==> config.mk <==
export PLATFORM = sky130hd
export DESIGN_NAME = axil_wr_arbiter
export DESIGN_NICKNAME = d
export VERILOG_FILES = /design/src/rtl/axil_wr_arbiter.sv
export SDC_FILE = /design/constraint.sdc
export NUM_CORES = 1
export LEC_CHECK = 0
export ABC_AREA = 1
export CORE_UTILIZATION = 45
export CTS_CLUSTER_DIAMETER = 80
export DETAILED_ROUTE_END_ITERATION = 7
export PLACE_DENSITY = 0.67
export REMOVE_ABC_BUFFERS = 1
export SETUP_SLACK_MARGIN = 0.05
export SLEW_MARGIN = 25
export SYNTH_ARGS = -nofsm -noshare
export SYNTH_HDL_FRONTEND = slang
export SYNTH_SLANG_ARGS = --single-unit
==> constraint.sdc <==
create_clock -name aclk -period 1.3 [get_ports aclk]
set_input_delay 0.26 -clock aclk [delete_from_list [all_inputs] [get_ports aclk]]
set_output_delay 0.26 -clock aclk [all_outputs]
set_load 0.1 [all_outputs]
==> src/rtl/axil_wr_arbiter.sv <==
// ----------------------------------------------------------------------------
// axil_wr_arbiter
//
// Round-robin arbiter for the write side (AW/W/B) of one AXI-Lite slave port.
// Exactly one master holds the grant from its first request until the B
// handshake (or a watchdog timeout) ends the transaction. The grant outputs
// drive the interconnect's write mux/demux selects. They are registered, so
// there is no combinational path from req to grant.
//
// Ports
//   aclk         in   clock, rising edge
//   aresetn      in   asynchronous active-low reset
//   req          in   [NUMBER_MASTER] per-master awvalid decoded to this slave
//   aw_hs        in   slave-side AW handshake this cycle
//   w_hs         in   slave-side W handshake this cycle
//   b_hs         in   slave-side B handshake (granted master) this cycle
//   grant        out  [NUMBER_MASTER] one-hot grant, zero when idle
//   grant_idx    out  [IDX_W] binary index of the granted master
//   grant_vld    out  a grant is active
//   timeout_err  out  one-cycle pulse when the watchdog forces a release
// ----------------------------------------------------------------------------
module axil_wr_arbiter #(
    parameter  int NUMBER_MASTER  = 2,
    parameter  int TIMEOUT_CYCLES = 256,
    localparam int IDX_W          = $clog2(NUMBER_MASTER)
) (
    input  logic                     aclk,
    input  logic                     aresetn,
    input  logic [NUMBER_MASTER-1:0] req,
    input  logic                     aw_hs,
    input  logic                     w_hs,
    input  logic                     b_hs,
    output logic [NUMBER_MASTER-1:0] grant,
    output logic [IDX_W-1:0]         grant_idx,
    output logic                     grant_vld,
    output logic                     timeout_err
);

    // wd_cnt never exceeds TIMEOUT_CYCLES-1, so this width is sufficient
    localparam int WD_W = $clog2(TIMEOUT_CYCLES);

    typedef enum logic [1:0] {
        S_IDLE      = 2'd0,
        S_ADDR_DATA = 2'd1,
        S_WAIT_B    = 2'd2
    } state_t;

    state_t                   r_state;
    logic [IDX_W-1:0]         r_rr_ptr;
    logic [WD_W-1:0]          r_wd_cnt;
    logic                     r_aw_done;
    logic                     r_w_done;
    logic [NUMBER_MASTER-1:0] r_grant;
    logic [IDX_W-1:0]         r_grant_idx;
    logic                     r_grant_vld;
    logic                     r_timeout_err;

    state_t                   w_state_next;
    logic [IDX_W-1:0]         w_rr_ptr_next;
    logic [WD_W-1:0]          w_wd_cnt_next;
    logic                     w_aw_done_next;
    logic                     w_w_done_next;
    logic [NUMBER_MASTER-1:0] w_grant_next;
    logic [IDX_W-1:0]         w_grant_idx_next;
    logic                     w_grant_vld_next;
    logic                     w_timeout_err_next;

    logic [IDX_W-1:0]         w_cand_idx [NUMBER_MASTER];
    logic                     w_pick_vld;
    logic [IDX_W-1:0]         w_pick_idx;
    logic                     w_b_done;
    logic                     w_timeout;
    logic                     w_release;
    logic [IDX_W-1:0]         w_rr_inc;

    // Candidate k in the search order is (rr_ptr + k) mod NUMBER_MASTER.
    // The sum is one bit wider than the index so the wrap is computed
    // correctly for non-power-of-two master counts.
    generate
        for (genvar gi = 0; gi < NUMBER_MASTER; gi++) begin : g_cand
            logic [IDX_W:0] w_sum;
            assign w_sum = {1'b0, r_rr_ptr} + (IDX_W+1)'(gi);
            assign w_cand_idx[gi] = (w_sum >= (IDX_W+1)'(NUMBER_MASTER))
                                  ? IDX_W'(w_sum - (IDX_W+1)'(NUMBER_MASTER))
                                  : IDX_W'(w_sum);
        end
    endgenerate

    // Scan from the last candidate to the first so the lowest search offset
    // (closest to rr_ptr) is the one that sticks.
    always_comb begin
        w_pick_vld = 1'b0;
        w_pick_idx = '0;
        for (int k = NUMBER_MASTER - 1; k >= 0; k--) begin
            if (req[w_cand_idx[k]]) begin
                w_pick_vld = 1'b1;
                w_pick_idx = w_cand_idx[k];
            end
        end
    end

    // b_hs only counts once both AW and W are done; earlier it is ignored.
    assign w_b_done  = (r_state == S_WAIT_B) && b_hs;
    assign w_timeout = r_grant_vld && (r_wd_cnt == WD_W'(TIMEOUT_CYCLES - 1));
    assign w_release = w_b_done || w_timeout;
    assign w_rr_inc  = (r_grant_idx == IDX_W'(NUMBER_MASTER - 1))
                     ? '0 : r_grant_idx + 1'b1;

    // Next-state and registered-output logic
    always_comb begin
        w_state_next       = r_state;
        w_rr_ptr_next      = r_rr_ptr;
        w_wd_cnt_next      = r_grant_vld ? r_wd_cnt + 1'b1 : r_wd_cnt;
        w_aw_done_next     = r_aw_done;
        w_w_done_next      = r_w_done;
        w_grant_next       = r_grant;
        w_grant_idx_next   = r_grant_idx;
        w_grant_vld_next   = r_grant_vld;
        w_timeout_err_next = 1'b0;

        case (r_state)
            S_IDLE: begin
                if (w_pick_vld) begin
                    w_grant_next     = NUMBER_MASTER'(1) << w_pick_idx;
                    w_grant_idx_next = w_pick_idx;
                    w_grant_vld_next = 1'b1;
                    w_wd_cnt_next    = '0;
                    w_state_next     = S_ADDR_DATA;
                end
            end
            S_ADDR_DATA: begin
                // Include this cycle's handshakes so AW and W can land together
                w_aw_done_next = r_aw_done | aw_hs;
                w_w_done_next  = r_w_done | w_hs;
                if (w_aw_done_next && w_w_done_next) begin
                    w_state_next = S_WAIT_B;
                end
            end
            S_WAIT_B: begin
                // Waiting for b_hs; release is handled below
            end
            default: begin
                w_state_next = S_IDLE;
            end
        endcase

        // A B handshake and a watchdog expiry release identically; a B
        // handshake in the expiry cycle wins and suppresses the error pulse.
        if (w_release) begin
            w_state_next       = S_IDLE;
            w_grant_next       = '0;
            w_grant_vld_next   = 1'b0;
            w_rr_ptr_next      = w_rr_inc;
            w_aw_done_next     = 1'b0;
            w_w_done_next      = 1'b0;
            w_wd_cnt_next      = '0;
            w_timeout_err_next = !w_b_done;
        end
    end

    always_ff @(posedge aclk or negedge aresetn) begin
        if (!aresetn) begin
            r_state       <= S_IDLE;
            r_rr_ptr      <= '0;
            r_wd_cnt      <= '0;
            r_aw_done     <= 1'b0;
            r_w_done      <= 1'b0;
            r_grant       <= '0;
            r_grant_idx   <= '0;
            r_grant_vld   <= 1'b0;
            r_timeout_err <= 1'b0;
        end else begin
            r_state       <= w_state_next;
            r_rr_ptr      <= w_rr_ptr_next;
            r_wd_cnt      <= w_wd_cnt_next;
            r_aw_done     <= w_aw_done_next;
            r_w_done      <= w_w_done_next;
            r_grant       <= w_grant_next;
            r_grant_idx   <= w_grant_idx_next;
            r_grant_vld   <= w_grant_vld_next;
            r_timeout_err <= w_timeout_err_next;
        end
    end

    assign grant       = r_grant;
    assign grant_idx   = r_grant_idx;
    assign grant_vld   = r_grant_vld;
    assign timeout_err = r_timeout_err;

endmodule

==> results.ini <==
[status]
run_status = finished clean

[critical_path]
crit_slowest_cell = dfrtp_1
worstSetupPathType = flop to output port
crit_family = flip-flops
critPathCaptureType = output port
required_ns = 1.04
worstPathMaxFanout = 3
path_cells = buf_6 -> buf_12
arrival_ns = 1.00
critPathMaxStageDelay_ns = 0.42
path_buf_inv = 2
cp-start-kind = flop

[die]
chipHeight_um = 47.5
dieWidth_um = 47.5
core-area_sq_um = 1940
io_pins = 12
rows = 16
die_area_sq_um = 2250
start_util = 0.479

[cts]
cts_root_buf = clkbuf_4
cts_hold_buffers = 0
clock_latency_ns = 0.29
numCtsBuffers = 3
clk_pin_slew_ns = 0.10
cts_buffer_depth = 2
clock_sinks = 18
cts_tree = done
h-tree-depth = 1

[pwr]
combPwrFrac = 0.577
switching_share = 0.469
powerDensity_nw_per_um2 = 2280
vdd_ir_drop_max_v = 0.00173
clock_power_share = 0.099
power_frac_seq = 0.325
power.internal_uw = 1520
p_leak_uw = 0.000594
p_switching_uw = 1340

[placement]
post_dp_cell_area_sq_um = 1160
dp_hpwl_um = 1230
portBuffers = 11
pre_cts_ws_ns = -0.113
place_inst = 137
gp_congestion = 0.735

[yosys]
syn_avg_cell_area_sq_um = 9.89
syn-instance-count = 94
ys_ff_latch = 18
synth_cell_types = 27
synth_area_sq_um = 930
ys_seq_area_frac = 0.485
ys_warn_count = 0

[global_route]
grt_max_degree = 19
grt_pass1_vias = 662
grt_antenna_before_repair = 0
groute.usage.overall = 0.180
grt_pass1_wl_um = 2700
gr-total-overflow = 0

[final_layout]
fill_cells = 166
nNetsFinal = 126
antenna_cells = 0
stdcell_area_sq_um = 1250
ff_latch_area_sq_um = 450
multi_input_area_sq_um = 484
fin_cells = 143
area_growth_pct = 34.7
layout-drive-gt1-share = 0.353

[detailed_routing]
routedWlPerCell_um = 11.8
detail_route.vias_per_cell = 4.82
ant_nets = 0
drt_iter0_markers = 4
num_vias = 689
first_pass_iters = 2
wl_um = 1690
drc = 0

[timing]
fin_crit_ns = 1.26
slew_violations = 0
max_clock_freq_ghz = 0.791
tightest_slew_ns = 0.252
maxSlewHeadroom = 0.831
setup_violations = 0
rsz0062_at_grt = true
tns_ns = 0
timing.hold.ws_ns = 0.285
fin_ws_ns = 0.0363
timing.final.crit_share = 0.972
worst_clock_skew_ns = 0.00295
hold_viol = 0

[job]
maxCapViolCount = 0

[min_path]
hp-class = input port to async pin

-- cell usage after synthesis --
| cell type | count | share of area |
|---|---|---|
| a211oi_1 | 2 | 0.016 |
| a21oi_1 | 5 | 0.027 |
| a21oi_2 | 1 | 0.0094 |
| dfrtp_1 | 18 | 0.48 |
| ha_1 | 1 | 0.013 |
| inv_1 | 9 | 0.036 |
| nand2_1 | 13 | 0.052 |
| nand2_2 | 3 | 0.020 |
| nand2_4 | 2 | 0.024 |
| nand2_8 | 1 | 0.022 |
| nand3_1 | 1 | 0.0054 |
| nand3_2 | 1 | 0.011 |
| nand3_4 | 1 | 0.019 |
| nand4_1 | 1 | 0.0067 |
| nor2_1 | 13 | 0.052 |
| nor2_2 | 5 | 0.034 |
| nor2_4 | 2 | 0.024 |
| nor2_8 | 1 | 0.022 |
| nor3_1 | 2 | 0.011 |
| nor3_2 | 1 | 0.011 |
| nor3b_2 | 1 | 0.013 |
| o211ai_1 | 1 | 0.0081 |
| o21ai_0 | 3 | 0.016 |
| o21ai_4 | 1 | 0.018 |
| or2_1 | 1 | 0.0067 |
| xnor2_1 | 2 | 0.019 |
| xor2_1 | 2 | 0.019 |
-- repair_timing --
item / in CTS / in global routing
endpoints found under the setup margin: 8 / 15
pin swaps: 0 / 6
setup buffers: 3 / 0
cloned: 0 / 0
resized for setup: 2 / 9
-- cell families after synthesis --
logic type / count (synthesis) / share of synthesized area
XOR/XNOR: 4 / 0.0377
buffers and inverters: 9 / 0.0363
AO/OA/AOI/OAI: 13 / 0.0942
adder cells (fa/ha/maj): 1 / 0.0135
flip-flops: 18 / 0.485
AND/OR/NAND/NOR: 49 / 0.334
-- final cells by class --
| class | instances | share of cell area |
|---|---|---|
| Clock buffer | 3 | 0.0180 |
| Inverter | 9 | 0.0270 |
| Multi-Input combinational cell | 67 | 0.387 |
| Sequential cell | 18 | 0.360 |
| Tap cell | 27 | 0.0270 |
| Timing Repair Buffer | 19 | 0.182 |
-- routing by layer --
layer	vias to the layer above	share of wire	global-route usage
met3	2	0.028	0.0453
met4	0	0.0047	0.0686
met1	327	0.44	0.208
met5	-	0	0
met2	11	0.53	0.318
li1	349	-	-
-- layout by cell type (no fill, tap or decap), types with 4 or more instances in the layout --
cell type	instances
a21oi_1	5
buf_12	5
buf_4	6
clkdlybuf4s50_1	6
dfrtp_1	18
inv_1	9
nand2_1	11
nand2_4	4
nor2_1	13
nor2_2	4
-- state kept, by name (all words and copies together) (netlist names) --
register and count:
r_rr_ptr 1, grant 2, r_wd_cnt 8, r_state 2
grant_idx 1, grant_vld 1, r_aw_done 1, timeout_err 1
r_w_done 1
-- path summary, 6_finish.rpt --
path | endpoint | cells after the start | start | slack (ns)
min reg2reg | r_aw_done | 2 | r_aw_done | 0.53
max reg2reg | r_wd_cnt[6] | 7 | r_wd_cnt[0] | 0.06
min in group aclk | r_aw_done | 2 | r_aw_done | 0.53
max | grant_vld | 2 | grant_vld | 0.04
max in group asynchronous | grant_idx | 2 | aresetn | 0.81
min | r_wd_cnt[5] | 2 | aresetn | 0.28
-- power by group through the flow --
| stage | Clock [uW] | Sequential, uW | Combinational, uW |
|---|---|---|---|
| 2_1_floorplan | 0 | 1330 | 568 |
| 3_3_place_gp | 0 | 937 | 1460 |
| 3_5_place_dp | 0 | 943 | 1480 |
| 4_1_cts | 289 | 914 | 1590 |
| 5_1_grt | 310 | 948 | 1760 |
| 6_report | 281 | 926 | 1650 |
-- per-stage QoR --
step,utilization,power (uW)
after CTS,0.626,2790
after detailed placement,0.598,2420
after global placement,0.598,2400
after floorplan,-,1900
final,0.645,2850
after global routing,0.645,3020
Note: power is estimated with default switching activity, not from simulation.
